File: src/rtl/bus_trace_uart_sched.sv
// bus_trace_uart_sched: queues bus events and sends each as an 11-byte ASCII line to uart_tx.
// Ports:
//   clk, reset          system clock, synchronous active-high reset
//   enable              gates new capture events only
//   cap_valid/write/addr/data  one-cycle bus event strobe and its payload
//   tx_req, tx_data     byte request to uart_tx; tx_ready accepts it
//   busy                line in flight or events queued
//   fifo_level          queued event count
//   dropped_count       saturating count of events lost to a full queue
module bus_trace_uart_sched #(
    parameter int FIFO_AW = 3,
    parameter int DROP_W  = 8
) (
    input  logic               clk,
    input  logic               reset,
    input  logic               enable,
    input  logic               cap_valid,
    input  logic               cap_write,
    input  logic [15:0]        cap_addr,
    input  logic [7:0]         cap_data,
    output logic               tx_req,
    output logic [7:0]         tx_data,
    input  logic               tx_ready,
    output logic               busy,
    output logic [FIFO_AW:0]   fifo_level,
    output logic [DROP_W-1:0]  dropped_count
);
    localparam int DEPTH = 2**FIFO_AW;
    typedef enum logic {S_IDLE, S_SEND} state_t;
    state_t              r_state;
    logic [24:0]         r_mem [DEPTH];
    logic [FIFO_AW-1:0]  r_wptr, r_rptr;
    logic [FIFO_AW:0]    r_level;
    logic [24:0]         r_line;
    logic [3:0]          r_idx;
    logic                r_tx_req;
    logic [7:0]          r_tx_data;
    logic [DROP_W-1:0]   r_drop;
    logic                w_pop, w_push_req, w_full, w_push, w_drop;
    assign w_pop      = (r_state == S_IDLE) && (r_level != '0);
    assign w_push_req = cap_valid && enable;
    assign w_full     = r_level == (FIFO_AW+1)'(DEPTH);
    // a pop in the same cycle frees a slot, so a full queue still accepts
    assign w_push     = w_push_req && (!w_full || w_pop);
    assign w_drop     = w_push_req && w_full && !w_pop;
    function automatic logic [7:0] hex(input logic [3:0] n);
        return (n < 4'd10) ? 8'h30 + {4'h0, n} : 8'h37 + {4'h0, n};
    endfunction
    function automatic logic [7:0] line_byte(input logic [24:0] e, input logic [3:0] i);
        case (i)
            4'd0:    return e[24] ? 8'h57 : 8'h52;
            4'd1:    return 8'h20;
            4'd2:    return hex(e[23:20]);
            4'd3:    return hex(e[19:16]);
            4'd4:    return hex(e[15:12]);
            4'd5:    return hex(e[11:8]);
            4'd6:    return 8'h3D;
            4'd7:    return hex(e[7:4]);
            4'd8:    return hex(e[3:0]);
            4'd9:    return 8'h0D;
            default: return 8'h0A;
        endcase
    endfunction
    always_ff @(posedge clk)
        if (w_push) r_mem[r_wptr] <= {cap_write, cap_addr, cap_data};
    always_ff @(posedge clk) begin
        if (reset) begin
            r_wptr  <= '0;
            r_rptr  <= '0;
            r_level <= '0;
            r_drop  <= '0;
        end else begin
            if (w_push) r_wptr <= r_wptr + 1'b1;
            if (w_pop) r_rptr <= r_rptr + 1'b1;
            r_level <= r_level + (FIFO_AW+1)'(w_push) - (FIFO_AW+1)'(w_pop);
            if (w_drop && r_drop != '1) r_drop <= r_drop + 1'b1;
        end
    end
    // tx_data is loaded one step ahead so it is valid in the first SEND cycle
    always_ff @(posedge clk) begin
        if (reset) begin
            r_state   <= S_IDLE;
            r_line    <= '0;
            r_idx     <= '0;
            r_tx_req  <= 1'b0;
            r_tx_data <= '0;
        end else if (r_state == S_IDLE) begin
            if (w_pop) begin
                r_line    <= r_mem[r_rptr];
                r_idx     <= '0;
                r_tx_req  <= 1'b1;
                r_tx_data <= line_byte(r_mem[r_rptr], 4'd0);
                r_state   <= S_SEND;
            end
        end else if (tx_ready) begin
            if (r_idx == 4'd10) begin
                r_tx_req <= 1'b0;
                r_state  <= S_IDLE;
            end else begin
                r_idx     <= r_idx + 4'd1;
                r_tx_data <= line_byte(r_line, r_idx + 4'd1);
            end
        end
    end
    assign tx_req        = r_tx_req;
    assign tx_data       = r_tx_data;
    assign fifo_level    = r_level;
    assign dropped_count = r_drop;
    assign busy          = (r_state == S_SEND) || (r_level != '0);
endmodule

File: config.mk
export PLATFORM = sky130hd
export DESIGN_NAME = bus_trace_uart_sched
export DESIGN_NICKNAME = d
export VERILOG_FILES = /design/src/rtl/bus_trace_uart_sched.sv
export SDC_FILE = /design/constraint.sdc
export NUM_CORES = 1
export LEC_CHECK = 0
export BUFFER_PORTS_ARGS = -buffer_cell sky130_fd_sc_hd__buf_2
export CAP_MARGIN = 20
export CORE_ASPECT_RATIO = 0.9
export CORE_MARGIN = 2
export CORE_UTILIZATION = 35
export CTS_BUF_LIST = sky130_fd_sc_hd__clkbuf_8 sky130_fd_sc_hd__clkbuf_16
export CTS_CLUSTER_SIZE = 8
export DETAILED_ROUTE_END_ITERATION = 12
export GPL_TIMING_DRIVEN = 1
export PLACE_DENSITY_LB_ADDON = 0.1
export SLEW_MARGIN = 20
export SYNTH_ARGS = -nofsm -noshare
export SYNTH_HDL_FRONTEND = slang
export SYNTH_SLANG_ARGS = --single-unit
File: constraint.sdc
create_clock -name clk -period 6.3 [get_ports clk]
set_input_delay 0 -clock clk [delete_from_list [all_inputs] [get_ports clk]]
set_output_delay 0 -clock clk [all_outputs]
set_load 0.02 [all_outputs]
Word level (Yosys, flattened, before mapping)
Memory sizes are Yosys's and may differ from the RTL's. A register that Yosys moved wholly into a read port is not among the register bits.
Cells that the tools add are included.
{"block": "op_classes", "add_sub_neg": 18, "n_lt_le_gt_ge": 6, "eq_ne": 15, "mux": 29, "bitwise": 1, "reduce_logical": 16}
{"cell": "$add 6x4->7 const A", "count": 12}
{"cell": "$pmux 7 s10", "count": 1}
{"cell": "$mux 7", "count": 6}
{"cell": "$mux 8", "count": 4}
{"cell": "$lt 4x4->1 const B", "count": 6}
{"cell": "$eq 4x3->1 const B", "count": 4}
{"cell": "$eq 4x4->1 const B", "count": 4}
{"cell": "$mux 4", "count": 4}
{"cell": "$mux 3", "count": 4}
{"cell": "$mux 1", "count": 10}
{"cell": "$add 8x1->8 const B", "count": 1}
{"cell": "$eq 4x2->1 const B", "count": 2}
{"cell": "$ne 8x8->1 const B", "count": 1}
{"cell": "$add 3x1->3 const B", "count": 2}
{"cell": "$logic_and 1x1->1", "count": 6}
{"cell": "$reduce_and 3->1", "count": 2}
{"cell": "$add 4x1->4", "count": 1}
{"cell": "$add 4x1->4 const B", "count": 1}
{"cell": "$eq 4x1->1 const B", "count": 1}
{"cell": "$logic_not 4->1", "count": 1}
{"cell": "$ne 2x2->1 const B", "count": 2}
{"cell": "$reduce_bool 4->1", "count": 1}
{"cell": "$sub 4x1->4", "count": 1}
{"cell": "$logic_not 1->1", "count": 2}
{"cell": "other kinds (5)", "count": 6}
{"block": "word_totals", "reg_bits": 57, "ram_bits": 200, "in_bits": 30, "output_inout_bits": 22, "wordCells": 95, "mem_count": 1}
{"name": "r_mem", "depth": 8, "width": 25, "read_ports": 1, "rd_ports_with_merged_regs": 1, "wr": 1, "line_no": "31", "text": "logic [24:0] r_mem [DEPTH];"}

Longest topological paths before layout
Gate-level depths: netlist of the first run.
{"block": "depth", "depth_word": 6, "ltp_mapped": 13, "ltp_nobuf": 12}

Least setup slack after synthesis of the first run
Ideal clock, no wire load.
{"block": "synth_path", "kind": "register to register", "startpoint": "reg r_level[2] (netlist: fifo_level[2])", "endpoint": "mem r_mem[0][0], enable pin", "setup_ns": 0.470, "t_arrival_ns": 3.873, "required_ns": 5.830, "path_slack_ns": 1.956, "stages_incl_launch_ff": 7, "n_path_buf": 0, "synth_period_minus_slack_ns": 4.344, "cell_sequence": "dfxtp_1 -> inv_1 -> ha_1 -> o211ai_1 -> nor2b_1 -> inv_1 -> nor4_1"}
{"block": "synth_between", "elab_chain_cells": 6, "elab_cells_between_ends": 8, "cone_classes": "1 x eq/ne; 2 x mux; 5 x reduce/logical"}
{"element": "start: declaration", "line_no": "33", "text": "logic [FIFO_AW:0] r_level;"}
{"element": "start signal: assignment", "line_no": "75", "text": "r_level <= r_level + (FIFO_AW+1)'(w_push) - (FIFO_AW+1)'(w_pop);"}
{"element": "$eq 4x4->1 / $reduce_bool 4->1 (equally long branches)", "line_no": "42, 40"}
{"element": "$logic_not 1->1 / $logic_and 1x1->1 (equally long branches)", "line_no": "44, 40"}
{"element": "$logic_or 1x1->1 *", "line_no": "44", "text": "assign w_push = w_push_req && (!w_full || w_pop);"}
{"element": "$logic_and 1x1->1 *", "line_no": "44"}
{"element": "$mux 1 *", "line_no": "65", "text": "if (w_push) r_mem[r_wptr] <= {cap_write, cap_addr, cap_data};"}
{"element": "$mux 1 (implied by the code) *", "line_no": "65"}
{"element": "end: declaration", "line_no": "31"}
Mark *: on every way between the ends. The rest lies on a longest branch, timed or not.

Worst setup path in the final report of the first run
{"block": "layout_path", "startpoint": "reg r_level[2] (netlist: fifo_level[2])", "endpoint": "reg r_level[2] (netlist: fifo_level[2])"}
{"block": "layout_between", "elab_chain_cells": 6, "elab_cells_between_ends": 8, "cone_classes": "2 x add/sub; 1 x eq/ne; 5 x reduce/logical"}
{"element": "$eq 4x4->1 / $reduce_bool 4->1 (equally long branches)", "line_no": "42, 40"}
{"element": "$logic_not 1->1 / $logic_and 1x1->1 (equally long branches)", "line_no": "44, 40"}
{"element": "$logic_or 1x1->1", "line_no": "44"}
{"element": "$logic_and 1x1->1", "line_no": "44"}
{"element": "$add 4x1->4", "line_no": "75"}
{"element": "$sub 4x1->4 *", "line_no": "75"}
Marked as above.
A chain may end at the register's enable or synchronous reset.

==> results of run 1 <==
-- repair_timing --
item / in CTS / in global routing
hold buffers: 28 / 0
endpoints found under the hold margin: 205 / 0
resized for setup: 0 / 0
setup endpoints to repair: 0 / 0
-- final cells by class --
| type | count | area, sq um |
|---|---|---|
| multi-input cells | 404 | 3470 |
| well taps | 409 | 512 |
| fillers | 2774 | 17800 |
| repair buffers | 90 | 623 |
| flip-flops and latches | 259 | 7190 |
| clock buffers | 38 | 951 |
| inverters | 24 | 90.1 |
| clock inverters | 13 | 77.6 |
-- critical path, stage by stage (launching register included) --
cell and delay [ns]:
dfxtp_1 0.33, inv_1 0.08, ha_1 0.24, o211ai_1 0.29, nor2b_1 0.36, inv_1 0.23
ha_1 0.33, inv_1 0.05, ha_1 0.15, inv_1 0.06, fa_1 0.37, xor2_1 0.15
nor2_1 0.05
-- power groups by stage --
| stage | Combinational, mW | Sequential [mW] | Clock [mW] |
|---|---|---|---|
| 2_1_floorplan | 0.885 | 2.17 | 0 |
| 3_3_place_gp | 1.19 | 2.20 | 0 |
| 3_5_place_dp | 1.21 | 2.21 | 0 |
| 4_1_cts | 1.23 | 2.17 | 1.82 |
| 5_1_grt | 1.35 | 2.20 | 1.89 |
| 6_report | 1.20 | 2.17 | 1.75 |
-- metrics by stage --
stage	utilization	total power [mW]	cells
3_5_place_dp	0.377	3.42	1158
4_1_cts	0.420	5.22	1237
2_1_floorplan	-	3.06	725
3_3_place_gp	0.377	3.38	1158
5_1_grt	0.420	5.44	1237
6_report	0.420	5.13	1237
-- worst paths after layout --
| kind | from | slack [ns] | end |
|---|---|---|---|
| hold / removal | reset | -0.008 | fifo_level[1]$_SDFF_PP0_ |
| hold reg to reg | r_rptr[1]$_SDFFE_PP0N_ | 0.48 | r_rptr[1]$_SDFFE_PP0N_ |
| setup reg to reg | fifo_level[2]$_SDFF_PP0_ | 3.45 | fifo_level[2]$_SDFF_PP0_ |
| setup / recovery | fifo_level[2]$_SDFF_PP0_ | 3.45 | fifo_level[2]$_SDFF_PP0_ |
-- kinds of logic (layout without fill, tap and decap cells) --
logic type | Yosys count | count (layout) | synth area share
AO/OA/AOI/OAI | 116 | 116 | 0.0717
XOR/XNOR | 21 | 21 | 0.0169
adder cells (fa/ha/maj) | 21 | 21 | 0.0249
buffers and inverters | 62 | 165 | 0.0235
flip-flops | 259 | 259 | 0.661
multiplexers | 78 | 78 | 0.129
other | 1 | 1 | 0.000345
AND/OR/NAND/NOR | 167 | 167 | 0.0726
-- synth_stat cells (2+ instances only) --
cell      count  area [sq um]
a211o_1       2          17.5
a211oi_1     26           195
a21boi_0      3          22.5
a21o_1        3          22.5
a21oi_1      25           125
a22o_1        4          35.0
a311oi_1      5          43.8
a31oi_1       3          18.8
and2_1        2          12.5
and3_1        3          18.8
and4b_1       4          40.0
buf_1         9          33.8
buf_2        11          55.1
buf_4         2          15.0
clkbuf_1     15          56.3
dfxtp_1      59          1180
edfxtp_1    200          6010
ha_1         20           250
inv_1        24          90.1
mux2i_1      28           280
mux4_2       50          1130
nand2_1      38           143
nand2b_1      6          37.5
nand3_1      13          65.1
nand3b_1      5          37.5
nand4_1       7          43.8
nor2_1       64           240
nor2b_1       6          37.5
nor3_1       10          50.1
o211a_1       2          20.0
o211ai_1      3          22.5
o21ai_0      27           135
o31a_1        2          17.5
o32ai_1       2          17.5
or2_2         2          12.5
or3_1         2          12.5
xnor2_1      14           123
xor2_1        7          61.3
-- metal layers --
metal / track usage / up-vias / wire, microns
li1: - / 2980 / -
met2: 0.249 / 135 / 11400
met4: 0.0452 / 0 / 385
met1: 0.205 / 3231 / 11100
met5: 0 / - / 0
met3: 0.0329 / 30 / 1210
-- flip-flops by register name, summed over array words and instances (netlist names), named ones only --
signal	cells
dropped_count	8
fifo_level	4
r_idx	4
r_line	25
r_mem	200
r_rptr	3
r_state	1
r_wptr	3
tx_data	7
tx_req	1
==> flow_summary.json, run 1 <==
{
  "outcome": "complete, but fails checks",
  "violations": "negative hold slack",
  "nets": 868,
  "port_buffers": 50,
  "period_share": 0.452,
  "hpwl_microns": 14300,
  "cts_buffers": 38,
  "place_ws_ns": 3.43,
  "area_growth_pct": 18.7,
  "finalClockSkew_ns": 0.0129,
  "crit_required_ns": 6.67,
  "arrival_ns": 3.22,
  "wirelength_microns": 24000,
  "drtAntennaViolNets": 0,
  "fin_hold_ws_ns": -0.00849,
  "p_switching_mw": 1.54,
  "initial_utilization": 0.354,
  "hp-class": "in -> reg",
  "hold_depth": 2,
  "clk_latency_ns": 0.51,
  "postCtsSetupBuffers": 0,
  "ff2ff_path_depth": 12,
  "slew_headroom": 0.416,
  "synth_edf_count": 200,
  "cts_tree": "done",
  "syn-instance-count": 725,
  "startpoint_type": "flop",
  "place_area_sq_um": 11600,
  "power_frac_comb": 0.235,
  "cp-end-kind": "flop",
  "grt_pass1_wl_microns": 37300,
  "num_antenna_cells": 0,
  "core_area_sq_um": 30800,
  "antenna_found_initial": 0,
  "tightest_slew_ns": 0.876,
  "hold_viol": 5,
  "firstDrtPassIters": 6,
  "overflow": 0,
  "io_pins": 52,
  "setup_viol": 0,
  "critical_path_class": "reg -> reg",
  "place.gp.congestion": 0.817,
  "grt_use_total": 0.152,
  "p_sw_frac": 0.299,
  "netlist_area_sq_um": 10900,
  "drv_cap": 0,
  "num_vias": 6376,
  "dieArea_sq_um": 32500,
  "fmax_mhz": 351,
  "grt_max_degree": 57,
  "vias_per_cell": 5.15,
  "rsz0062_at_grt": "false",
  "ys_async_sr_fraction": 0,
  "tns_ns": 0,
  "cts.sinks": 259,
  "grt_pass1_vias": 6455,
  "power_frac_seq": 0.424,
  "final_cell_mix": "edfxtp_1 (200), nor2_1 (61), dfxtp_1 (57)",
  "clk_transition_reported_paths_ns": 0.05,
  "synth_nets": 776,
  "crit_fanout": 6,
  "avgSynthCellArea_sq_um": 15.0,
  "ir_drop_mv": 0.223,
  "p_int_mw": 3.60,
  "yosysUniqueCellTypes": 55,
  "stdcell_area_sq_um": 12900,
  "yosys_warnings": 0,
  "drt_iter0_drc": 489,
  "drc": 0,
  "drive_gt1_frac": 0.202,
  "clockPowerShare": 0.342,
  "root_buffer": "clkbuf_16",
  "cts_max_level": 2,
  "die_w_microns": 190,
  "wire_per_inst_microns": 19.4,
  "layout_commonest_cell": "edfxtp_1",
  "dieHeight_microns": 171,
  "ys_seq_area_frac": 0.661,
  "drv_slew": 0,
  "period_needed_ns": 2.85,
  "rows": 61,
  "timing.final.ws_setup_ns": 3.45,
  "power.leakage_nw": 4.30,
  "ys_ff_latch": 259,
  "powerDensity_nw_per_um2": 397,
  "synthFlopType": "edfxtp_1",
  "cts_buffer_depth": 3
}
No activity file was read; power rests on OpenSTA's default activity.
==> run 2: changes to the inputs <==
Settings changed: ABC_AREA set to 1.
Clock period 6.3 ns to 2.7 ns, I/O delays scaled along.
==> flow_summary.json, run 2 <==
{
  "p_sw_frac": 0.343,
  "power_frac_seq": 0.391,
  "drtAntennaViolNets": 0,
  "final_cell_mix": "edfxtp_1 (200), o21ai_0 (168), nor2_1 (158)",
  "ys_ff_latch": 259,
  "regMostFlops": "r_mem",
  "clockPowerShare": 0.334,
  "clk_transition_reported_paths_ns": 0.05,
  "cts.sinks": 259,
  "initial_utilization": 0.356,
  "fmax_mhz": 442,
  "yosysUniqueCellTypes": 36,
  "cp-endpoint": "r_mem[4][20]$_DFFE_PP_",
  "nets": 1183,
  "rows": 61,
  "r2r-start": "fifo_level[2]$_SDFF_PP0_",
  "synth.cells.most_frequent": "edfxtp_1 (200), o21ai_0 (168), nor2_1 (166)",
  "drt_iter0_drc": 422,
  "syn-instance-count": 1041,
  "period_share": 0.837,
  "overflow": 0,
  "powerDensity_nw_per_um2": 962,
  "fin_hold_ws_ns": 0.285,
  "startpoint": "fifo_level[2]$_SDFF_PP0_",
  "worst_path_max_delay_cell": "dfxtp_1",
  "holdCritStartpoint": "cap_addr[0]",
  "ir_drop_mv": 0.429,
  "grt_max_degree": 101,
  "firstDrtPassIters": 5,
  "dieHeight_microns": 172,
  "crit_required_ns": 2.90,
  "vias_per_cell": 4.96,
  "fill_cells": 2969,
  "p_switching_mw": 4.35,
  "dieArea_sq_um": 32900,
  "rsz0062_at_grt": "false",
  "ys_seq_area_frac": 0.654,
  "yosys_warnings": 0,
  "io_pins": 52,
  "r2r-end": "r_mem[4][20]$_DFFE_PP_",
  "power_frac_comb": 0.275,
  "grt_use_total": 0.169,
  "synth_top_area_share": 0.546,
  "finalClockSkew_ns": 0.0165,
  "hold_viol": 0,
  "synthFlopType": "edfxtp_1",
  "wirelength_microns": 27000,
  "cts_buffer_depth": 3,
  "cp-end-kind": "flop",
  "cts_buffers": 38,
  "synth_edf_count": 200,
  "clk_latency_ns": 0.53,
  "period_needed_ns": 2.26,
  "cts_tree": "done",
  "cts_max_level": 2,
  "avgSynthCellArea_sq_um": 10.6,
  "port_buffers": 50,
  "wire_per_inst_microns": 17.4,
  "grt_pass1_wl_microns": 42300,
  "yosys.area.top_type": "edfxtp_1",
  "synthTopCellsByArea": "edfxtp_1 (55%), dfxtp_1 (11%), o21ai_0 (7.6%), nor2_1 (5.7%), nand2_1 (4.2%)",
  "critical-path-top-delay-family": "simple AND/OR/NAND/NOR gates",
  "area_growth_pct": 20.1,
  "critical_path_class": "reg -> reg",
  "slowest_delay_ns": 0.32,
  "num_vias": 7692,
  "drc": 0,
  "p_int_mw": 8.35,
  "hold_depth": 2,
  "cp_num_cells": 11,
  "place.gp.congestion": 0.824,
  "power.leakage_nw": 4.82,
  "arrival_ns": 2.46,
  "tns_ns": 0,
  "largest_reg_flops": 200,
  "grt_pass1_vias": 7435,
  "power_mw": 12.7,
  "outcome": "finished clean",
  "setup_viol": 0,
  "core_area_sq_um": 30900,
  "die_w_microns": 191,
  "crit_path_cell_trace": "inv_1 > ha_1 > nand2_1 > nand2_1 > nand3_1 > nand3_1 > buf_4 > inv_1 > nand2_1 > nor2_4 > buf_12",
  "postCtsSetupBuffers": 0,
  "tightest_slew_ns": 0.635,
  "post-synth-top-count-cell": "edfxtp_1",
  "ys_async_sr_fraction": 0,
  "drv_cap": 0,
  "cp_num_buf_inv": 4,
  "root_buffer": "clkbuf_16",
  "cpMostUsedCell": "nand2_1",
  "num_antenna_cells": 0,
  "netlist_area_sq_um": 11000,
  "rrSetupSlack_ns": 0.44,
  "startpoint_type": "flop",
  "hpwl_microns": 16100,
  "drive_gt1_frac": 0.124,
  "crit_fanout": 25,
  "layout_commonest_cell": "edfxtp_1",
  "slew_headroom": 0.574,
  "drv_slew": 0,
  "hp-class": "in -> reg",
  "ff2ff_path_depth": 11,
  "synth_nets": 1092,
  "antenna_found_initial": 0
}
==> run 2: per-stage QoR <==
step                      cells  utilization  area (sq um)  setup slack (ns)
after floorplan            1041            -         11000            -0.110
after global placement     1471        0.383         11900             0.491
after detailed placement   1471        0.383         11900             0.454
after CTS                  1552        0.427         13200             0.440
after global routing       1552        0.427         13200             0.238
final                      1552        0.427         13200             0.440
==> run 2: power by group through the flow <==
| stage | registers, mW | logic (mW) | clock network [mW] |
|---|---|---|---|
| 4_1_cts | 4.96 | 3.53 | 4.37 |
| 5_1_grt | 5.01 | 4.01 | 4.54 |
| 3_5_place_dp | 5.03 | 3.48 | 0 |
| 6_report | 4.96 | 3.50 | 4.25 |
| 3_3_place_gp | 5.02 | 3.46 | 0 |
| 2_1_floorplan | 5.04 | 2.33 | 0 |
==> run 2: cells by family after synthesis <==
| logic type | Yosys count | synth area share |
|---|---|---|
| AO/OA/AOI/OAI | 286 | 0.142 |
| XOR/XNOR | 7 | 0.00558 |
| adder cells (fa/ha/maj) | 21 | 0.0246 |
| flip-flops | 259 | 0.654 |
| AND/OR/NAND/NOR | 345 | 0.128 |
| other | 1 | 0.000341 |
| buffers and inverters | 122 | 0.0455 |
==> run 2: metal layers <==
metal	global-route usage	share of wire
met1	0.243	0.50
met5	0	0
met2	0.261	0.44
met4	0.0536	0.022
met3	0.0266	0.044
==> run 2: worst min path at each step <==
stage / endpoint / slack [ns]
2_1_floorplan: r_mem[0][0]$_DFFE_PP_ / 0.1
3_3_place_gp: r_mem[4][2]$_DFFE_PP_ / 0.28
3_5_place_dp: r_mem[5][8]$_DFFE_PP_ / 0.28
4_1_cts: r_mem[0][1]$_DFFE_PP_ / 0.26
5_1_grt: r_mem[1][18]$_DFFE_PP_ / 0.29
6_report: r_mem[1][8]$_DFFE_PP_ / 0.28
==> run 2: cell type report <==
cell class,instances,area (sq um),share of cell area
Inverter,71,267,0.0202
Sequential cell,259,7190,0.544
Multi-Input combinational cell,660,3370,0.255
Clock buffer,39,965,0.0730
Tap cell,409,512,0.0387
Timing Repair Buffer,102,816,0.0618
Clock inverter,12,92.6,0.00701
==> run 2: repair_timing <==
item / CTS / global route
resized for setup: 0 / 0
hold buffers: 30 / 0
endpoints found under the hold margin: 218 / 0
==> run 2: worst reg2reg max path, delay by kind of cell (launching register included) <==
kind                       cells  cell delay, ns
and+or+nand+nor                6            0.83
DFF                            1            0.32
adders and majority gates      1            0.22
buffers and inverters          4            0.56
